===== src/rtl/lc4_pipe_pkg.sv =====
// Shared constants and entry layout for the LC4 elastic pipeline stage.
// Widths here are the defaults; instantiators may override them.
package lc4_pipe_pkg;

    localparam logic [15:0] LC4_NOP_INSN = 16'h0000;

    localparam int LC4_ROB_IDX_W = 2;
    localparam int LC4_PRD_W     = 4;
    localparam int LC4_PAYLOAD_W = 96;

    typedef struct packed {
        logic                     live;
        logic [15:0]              insn;
        logic [15:0]              pc;
        logic [LC4_ROB_IDX_W-1:0] rob_index;
        logic [LC4_PRD_W-1:0]     prd;
        logic [LC4_PAYLOAD_W-1:0] payload;
    } lc4_entry_t;

    // Number of pointer bits for a power-of-two ring of the given depth.
    function automatic int lc4_ptr_w(input int depth);
        return (depth > 1) ? $clog2(depth) : 1;
    endfunction

endpackage


===== src/rtl/lc4_elastic_pipe_stage_if.sv =====
// Producer/consumer handshake bundle around the elastic stage.
// master = environment side, slave = the stage itself.
interface lc4_elastic_pipe_stage_if #(
    parameter int PAYLOAD_W = 96,
    parameter int ROB_IDX_W = 2,
    parameter int PRD_W     = 4
);
    logic                 in_valid;
    logic                 in_ready;
    logic [15:0]          in_insn;
    logic [15:0]          in_pc;
    logic [ROB_IDX_W-1:0] in_rob_index;
    logic [PRD_W-1:0]     in_prd;
    logic [PAYLOAD_W-1:0] in_payload;

    logic                 out_valid;
    logic                 out_ready;
    logic [15:0]          out_insn;
    logic [15:0]          out_pc;
    logic [ROB_IDX_W-1:0] out_rob_index;
    logic [PRD_W-1:0]     out_prd;
    logic [PAYLOAD_W-1:0] out_payload;

    modport master (
        output in_valid, in_insn, in_pc, in_rob_index, in_prd, in_payload,
        output out_ready,
        input  in_ready,
        input  out_valid, out_insn, out_pc, out_rob_index, out_prd,
        input  out_payload
    );

    modport slave (
        input  in_valid, in_insn, in_pc, in_rob_index, in_prd, in_payload,
        input  out_ready,
        output in_ready,
        output out_valid, out_insn, out_pc, out_rob_index, out_prd,
        output out_payload
    );

endinterface


===== src/rtl/lc4_pipe_slot.sv =====
// One ring-buffer entry: live bit, ROB index and opaque field bundle.
// Clear beats load, load beats kill (a loaded slot was empty before).
module lc4_pipe_slot #(
    parameter int ROB_IDX_W = 2,
    parameter int DATA_W    = 8
) (
    input  logic                    clk,
    input  logic                    rst,
    input  logic                    i_en,
    input  logic                    i_clear,
    input  logic                    i_load,
    input  logic [2**ROB_IDX_W-1:0] i_kill_mask,
    input  logic [ROB_IDX_W-1:0]    i_rob,
    input  logic [DATA_W-1:0]       i_data,
    output logic                    o_live,
    output logic [ROB_IDX_W-1:0]    o_rob,
    output logic [DATA_W-1:0]       o_data
);

    logic                 r_live;
    logic [ROB_IDX_W-1:0] r_rob;
    logic [DATA_W-1:0]    r_data;
    logic                 w_killed;

    assign w_killed = i_kill_mask[r_rob];

    always_ff @(posedge clk or negedge rst) begin
        if (!rst) begin
            r_live <= 1'b0;
            r_rob  <= '0;
            r_data <= '0;
        end else if (i_en) begin
            if (i_clear) begin
                r_live <= 1'b0;
            end else if (i_load) begin
                r_live <= 1'b1;
                r_rob  <= i_rob;
                r_data <= i_data;
            end else if (w_killed) begin
                r_live <= 1'b0;
            end
        end
    end

    assign o_live = r_live;
    assign o_rob  = r_rob;
    assign o_data = r_data;

endmodule


===== src/rtl/lc4_elastic_pipe_stage.sv =====
// Elastic N-entry pipeline stage with valid/ready handshake,
// full flush and ROB-indexed squash; killed slots drain as bubbles.
module lc4_elastic_pipe_stage
    import lc4_pipe_pkg::*;
#(
    parameter int DEPTH     = 2,
    parameter int PAYLOAD_W = LC4_PAYLOAD_W,
    parameter int ROB_IDX_W = LC4_ROB_IDX_W,
    parameter int PRD_W     = LC4_PRD_W
) (
    input  logic                       clk,
    input  logic                       rst,
    input  logic                       gwe,
    input  logic                       flush,
    input  logic [2**ROB_IDX_W-1:0]    kill_mask,
    lc4_elastic_pipe_stage_if.slave    io,
    output logic [$clog2(DEPTH):0]     count
);

    localparam int PW = lc4_ptr_w(DEPTH);
    localparam int CW = $clog2(DEPTH) + 1;
    localparam logic [CW-1:0] FULL = CW'(DEPTH);

    typedef struct packed {
        logic [15:0]          insn;
        logic [15:0]          pc;
        logic [PRD_W-1:0]     prd;
        logic [PAYLOAD_W-1:0] payload;
    } data_t;

    localparam int DW = $bits(data_t);

    logic [PW-1:0] r_head;
    logic [PW-1:0] r_tail;
    logic [CW-1:0] r_count;

    logic                 w_live [DEPTH];
    logic [ROB_IDX_W-1:0] w_rob  [DEPTH];
    data_t                w_data [DEPTH];
    data_t                w_in_data;

    logic w_in_ready;
    logic w_push;
    logic w_hd_occ;
    logic w_hd_live;
    logic w_hd_killed;
    logic w_out_valid;
    logic w_pop;
    logic w_drain;
    logic w_adv;

    assign w_in_data = '{
        insn:    io.in_insn,
        pc:      io.in_pc,
        prd:     io.in_prd,
        payload: io.in_payload
    };

    // in_ready depends on registered occupancy only, never on out_ready.
    assign w_in_ready = (r_count < FULL);
    assign w_push     = io.in_valid & w_in_ready & ~flush
                      & ~kill_mask[io.in_rob_index];

    assign w_hd_occ    = (r_count != '0);
    assign w_hd_live   = w_live[r_head];
    assign w_hd_killed = kill_mask[w_rob[r_head]];
    assign w_out_valid = w_hd_occ & w_hd_live;

    // A head squashed this cycle is not popped; it drains next cycle.
    assign w_pop   = w_out_valid & io.out_ready & ~w_hd_killed;
    assign w_drain = w_hd_occ & ~w_hd_live;
    assign w_adv   = w_pop | w_drain;

    for (genvar g = 0; g < DEPTH; g++) begin : g_slot
        logic w_load;
        logic [DW-1:0] w_q;

        assign w_load    = w_push & (r_tail == PW'(g));
        assign w_data[g] = data_t'(w_q);

        lc4_pipe_slot #(
            .ROB_IDX_W (ROB_IDX_W),
            .DATA_W    (DW)
        ) u_slot (
            .clk         (clk),
            .rst         (rst),
            .i_en        (gwe),
            .i_clear     (flush),
            .i_load      (w_load),
            .i_kill_mask (kill_mask),
            .i_rob       (io.in_rob_index),
            .i_data      (w_in_data),
            .o_live      (w_live[g]),
            .o_rob       (w_rob[g]),
            .o_data      (w_q)
        );
    end

    always_ff @(posedge clk or negedge rst) begin
        if (!rst) begin
            r_head  <= '0;
            r_tail  <= '0;
            r_count <= '0;
        end else if (gwe) begin
            if (flush) begin
                r_head  <= '0;
                r_tail  <= '0;
                r_count <= '0;
            end else begin
                if (w_adv)
                    r_head <= r_head + PW'(1);
                if (w_push)
                    r_tail <= r_tail + PW'(1);
                unique case ({w_push, w_adv})
                    2'b10:   r_count <= r_count + CW'(1);
                    2'b01:   r_count <= r_count - CW'(1);
                    default: r_count <= r_count;
                endcase
            end
        end
    end

    // Invalid head presents a NOP with every field zeroed.
    always_comb begin
        io.out_insn      = LC4_NOP_INSN;
        io.out_pc        = '0;
        io.out_rob_index = '0;
        io.out_prd       = '0;
        io.out_payload   = '0;
        if (w_out_valid) begin
            io.out_insn      = w_data[r_head].insn;
            io.out_pc        = w_data[r_head].pc;
            io.out_rob_index = w_rob[r_head];
            io.out_prd       = w_data[r_head].prd;
            io.out_payload   = w_data[r_head].payload;
        end
    end

    assign io.out_valid = w_out_valid;
    assign io.in_ready  = w_in_ready;
    assign count        = r_count;

endmodule

===== src/flat_wrapper.sv =====
// flat-port wrapper written by rule: the top's interface ports become plain ports
module lc4_elastic_pipe_stage_flat import lc4_pipe_pkg::*;
#(
    parameter int DEPTH     = 2,
    parameter int PAYLOAD_W = LC4_PAYLOAD_W,
    parameter int ROB_IDX_W = LC4_ROB_IDX_W,
    parameter int PRD_W     = LC4_PRD_W
)
  (clk, rst, gwe, flush, kill_mask, count, io_in_valid, io_in_insn, io_in_pc, io_in_rob_index, io_in_prd, io_in_payload, io_out_ready, io_in_ready, io_out_valid, io_out_insn, io_out_pc, io_out_rob_index, io_out_prd, io_out_payload);
  lc4_elastic_pipe_stage_if #(.PAYLOAD_W(PAYLOAD_W), .ROB_IDX_W(ROB_IDX_W), .PRD_W(PRD_W)) io_i ();
  input  logic clk;
  input  logic rst;
  input  logic gwe;
  input  logic flush;
  input  logic [2**ROB_IDX_W-1:0] kill_mask;
  output logic [$clog2(DEPTH):0] count;
  input wire logic [$bits(io_i.in_valid)-1:0] io_in_valid;
  input wire logic [$bits(io_i.in_insn)-1:0] io_in_insn;
  input wire logic [$bits(io_i.in_pc)-1:0] io_in_pc;
  input wire logic [$bits(io_i.in_rob_index)-1:0] io_in_rob_index;
  input wire logic [$bits(io_i.in_prd)-1:0] io_in_prd;
  input wire logic [$bits(io_i.in_payload)-1:0] io_in_payload;
  input wire logic [$bits(io_i.out_ready)-1:0] io_out_ready;
  output wire logic [$bits(io_i.in_ready)-1:0] io_in_ready;
  output wire logic [$bits(io_i.out_valid)-1:0] io_out_valid;
  output wire logic [$bits(io_i.out_insn)-1:0] io_out_insn;
  output wire logic [$bits(io_i.out_pc)-1:0] io_out_pc;
  output wire logic [$bits(io_i.out_rob_index)-1:0] io_out_rob_index;
  output wire logic [$bits(io_i.out_prd)-1:0] io_out_prd;
  output wire logic [$bits(io_i.out_payload)-1:0] io_out_payload;
  assign io_i.in_valid = io_in_valid;
  assign io_i.in_insn = io_in_insn;
  assign io_i.in_pc = io_in_pc;
  assign io_i.in_rob_index = io_in_rob_index;
  assign io_i.in_prd = io_in_prd;
  assign io_i.in_payload = io_in_payload;
  assign io_i.out_ready = io_out_ready;
  assign io_in_ready = io_i.in_ready;
  assign io_out_valid = io_i.out_valid;
  assign io_out_insn = io_i.out_insn;
  assign io_out_pc = io_i.out_pc;
  assign io_out_rob_index = io_i.out_rob_index;
  assign io_out_prd = io_i.out_prd;
  assign io_out_payload = io_i.out_payload;
  lc4_elastic_pipe_stage #(.DEPTH(DEPTH), .PAYLOAD_W(PAYLOAD_W), .ROB_IDX_W(ROB_IDX_W), .PRD_W(PRD_W)) u_core (.clk(clk), .rst(rst), .gwe(gwe), .flush(flush), .kill_mask(kill_mask), .io(io_i), .count(count));
endmodule

===== config.mk =====
export PLATFORM = sky130hd
export DESIGN_NAME = lc4_elastic_pipe_stage_flat
export DESIGN_NICKNAME = d
export VERILOG_FILES = /design/src/rtl/lc4_pipe_pkg.sv /design/src/rtl/lc4_elastic_pipe_stage_if.sv /design/src/rtl/lc4_pipe_slot.sv /design/src/rtl/lc4_elastic_pipe_stage.sv /design/src/flat_wrapper.sv
export SDC_FILE = /design/constraint.sdc
export NUM_CORES = 1
export LEC_CHECK = 0
export ABC_AREA = 0
export ABC_CLOCK_PERIOD_IN_PS = 2500
export CAP_MARGIN = 15
export CORE_AREA = 2 2 139 195
export DETAILED_ROUTE_END_ITERATION = 7
export DIE_AREA = 0 0 141 197
export PLACE_DENSITY = 0.78
export SLEW_MARGIN = 20
export SYNTH_ARGS = -nofsm -noshare
export SYNTH_HDL_FRONTEND = slang
export SYNTH_HIERARCHICAL = 1
export SYNTH_SLANG_ARGS = --single-unit

===== constraint.sdc =====
create_clock -name clk -period 2.5 [get_ports clk]
set_input_delay 0.75 -clock clk [delete_from_list [all_inputs] [get_ports clk]]
set_output_delay 0.75 -clock clk [all_outputs]
set_load 0.005 [all_outputs]

==> reports/metrics.cfg <==
[run_status]
outcome = finished, violations left
violations = setup timing

[logic_synthesis]
synth_async_sr_flop_share_pct = 100
yosys.area.top_type = dfrtp_1
syn_nets = 1062
synth_area_per_cell_um2 = 14.0
synthCells = 918
synth_most_common_cell = dfrtp_1
synth_compound_area_share_pct = 0.991
synthXorXnorAreaFrac_pct = 0
synth_common_cells = 274 x dfrtp_1, 172 x mux2_2, 135 x nor2_1
ys_warn_count = 6
synth-seq-cells = 274
synth_top_family_by_area = multiplexers
synth_edf_count = 0
ys_top_cells_by_area = dfrtp_1 53%, mux2_2 15%, mux2_4 11%, mux2i_1 10%, nor2_1 3.9%
synth_fa_ha_area_share_pct = 0
ys_seq_area_share_pct = 53.2
synth-simple-area-share_pct = 5.38
synthMuxAreaShare_pct = 37.3
synth_top_cell_area_share_pct = 53.2
yosys.cell_types.count = 35
synth_ff_type = dfrtp_1
synthesis.area_um2 = 12900

[placement]
place_congestion = 0.751
dpl.hpwl_um = 20000
io_buffers = 281
dpl_cell_area_um2 = 16300

[clock_tree]
cts_hold_buf = 0
clk_path_buf_depth = 3
clkTransAtPathRegs_ns = 0.06
insertion_delay_ns = 0.53
cts_tree = done
htreeDepth = 1
clkSinkCount = 274
cts_buffers = 27
cts_root_buffer = clkbuf_16

[critical_path]
crit_family = buffers and inverters
r2r_slack_ns = 0.30
critPathBufInv = 4
cp_slowest_stage_delay_ns = 0.50
path_common_cell = buf_12
arrival_ns = 2.21
crit_chain = mux2_4 -> o21ai_4 -> buf_12 -> buf_12 -> clkbuf_16 -> nor2_2 -> buf_2
critPathCaptureType = output pin
cp-start-kind = register
worstPathMaxFanout = 7
crit_slowest_cell = dfrtp_4
critPathKind = register to output pin
crit_required_ns = 1.75

[global_route]
grt_pass1_wl_um = 48100
grt_max_degree = 60
grt.total_usage_pct = 21.5
grt_antenna_before_repair = 6
first_global_vias = 9102
gr-total-overflow = 0

[sta]
tightestPinTransition_ns = 0.536
max-slew-margin-rel_pct = 64.3
finalCriticalPeriod_ns = 2.96
grt_setup_unrepaired = yes
setup_violations = 148
final-hold-violation-count = 0
worst_clock_skew_ns = 0.00664
fin_crit_sh_pct = 118
fmax_mhz = 338
finalSetupTns_ns = -46.83
drv_slew = 0
fin_ws_ns = -0.462

[detailed_routing]
finalWirelength_um = 34100
drc_errors = 0
detail-route-antenna-nets = 0
drt-vias-per-instance = 5.39
wl_per_cell_um = 21.1
firstDrtPassIters = 4
drt_iter0_markers = 304
via_count = 8716

[power]
combPwrFrac_pct = 31.9
swShare_pct = 29.0
powerDensity_nw_per_um2 = 899
p_sw_mw = 4.69
intPower_mw = 11.5
irDropWorstVdd_v = 0.000733
p_seq_share_pct = 43.3
p_leak_nw = 8.82
clkPwrFrac_pct = 24.8

[cells_and_area]
fillCellCount = 1824
design_area_um2 = 18000
layout.nets = 1417
area_growth_pct = 39.7
postLayoutCoreUtil_pct = 69.2
layout-drive-gt1-share_pct = 48.3

[floorplanning]
die_area_um2 = 27800
fp-row-count = 70
die_h_um = 197
io_pins = 282
start_util_pct = 49.5
core_region_area_um2 = 26000
die_x_um = 141

[flow_run]
drv_cap = 0

[worst_hold_path]
min_path_type = input port to asynchronous set/reset pin

-- logic make-up (layout without fill, tap and decap cells) --
logic type,after synthesis,count (layout)
buffers and inverters,64,434
and+or+nand+nor,156,156
other,0,5
AOI/OAI and AO/OA,18,19
DFF,274,274
muxes,406,406
-- placed cells by master, fill, tap and decap left out, types with 4 or more instances in the layout --
cell	count
buf_12	18
buf_16	8
buf_2	32
buf_4	27
buf_6	37
buf_8	8
clkbuf_1	4
clkbuf_16	39
clkbuf_2	88
clkdlybuf4s50_1	138
clkinv_2	5
clkinvlp_4	4
dfrtp_1	271
diode_2	5
dlymetal6s2s_1	16
mux2_2	171
mux2_4	99
mux2i_1	128
mux2i_4	4
nor2_1	81
nor2_2	26
nor2_4	29
o21ai_0	4
-- power by group through the flow --
stage	Clock, mW	Sequential, mW	Combinational, mW
floorplan	0	6.70	3.32
global placement	0	6.87	4.38
detailed placement	0	6.96	4.50
CTS	4.09	6.91	4.69
global route	4.29	7.20	5.52
finish	4.01	7.01	5.15
-- flip-flops by register name (all words and copies together), names as in the netlist --
name	flops
u_core/r_tail	1
u_core/g_slot.u_slot/o_live	2
u_core/g_slot.u_slot/o_rob	4
u_core/r_head	1
u_core/count	2
u_core/g_slot.u_slot/o_data	264
-- routing by layer --
| metal | up-vias | share of wire, % | GRT usage [%] | routed length, µm |
|---|---|---|---|---|
| li1 | 3931 | - | - | - |
| met2 | 267 | 51 | 37.6 | 17500 |
| met4 | 2 | 3.3 | 7.48 | 1110 |
| met3 | 64 | 5.1 | 4.03 | 1720 |
| met1 | 4452 | 40 | 26.9 | 13700 |
| met5 | - | 0.038 | 0 | 13 |
-- layout make-up --
class | instances | area, µm² | share of cell area, %
diodes | 5 | 12.5 | 0.0695
clock buffers | 32 | 704 | 3.91
clock inverters | 13 | 156 | 0.869
inverters | 4 | 15.0 | 0.0834
multi-input cells | 581 | 6010 | 33.4
flip-flops and latches | 274 | 6860 | 38.1
well taps | 324 | 405 | 2.25
repair buffers | 385 | 3830 | 21.3
-- through the flow --
| stage | instances | power, mW | hold slack (ns) | setup slack [ns] |
|---|---|---|---|---|
| final | 1618 | 16.2 | 0.146 | -0.462 |
| after global routing | 1618 | 17.0 | 0.168 | -0.520 |
| after CTS | 1550 | 15.7 | 0.166 | -0.614 |
| after detailed placement | 1502 | 11.5 | 0.483 | -0.652 |
| after global placement | 1502 | 11.2 | 0.470 | -0.633 |
| after floorplan | 918 | 10.0 | 0.454 | -0.205 |
-- final timing paths --
| kind | to | from | cells past startpoint |
|---|---|---|---|
| setup / recovery | io_out_payload[23] | u_core/r_head$_DFFE_PN0P_ | 7 |
| hold / removal | u_core/g_slot[0].u_slot/o_data[11]$_DFFE_PN0P_ | rst | 1 |
| setup reg to reg | u_core/count[1]$_DFFE_PN0P_ | u_core/r_head$_DFFE_PN0P_ | 7 |
| hold reg to reg | u_core/g_slot[0].u_slot/o_live$_DFFE_PN0P_ | u_core/g_slot[0].u_slot/o_live$_DFFE_PN0P_ | 1 |
| max in group asynchronous | u_core/g_slot[0].u_slot/o_data[36]$_DFFE_PN0P_ | rst | 2 |
| min in group clk | u_core/g_slot[0].u_slot/o_live$_DFFE_PN0P_ | u_core/g_slot[0].u_slot/o_live$_DFFE_PN0P_ | 1 |
-- what timing repair did --
action	in CTS	in global routing
setup buffers	0	48
resized for setup	141	383
pin swaps	3	28
cloned	3	19
setup endpoints to repair	404	405
(Power assumes the default switching activity.)
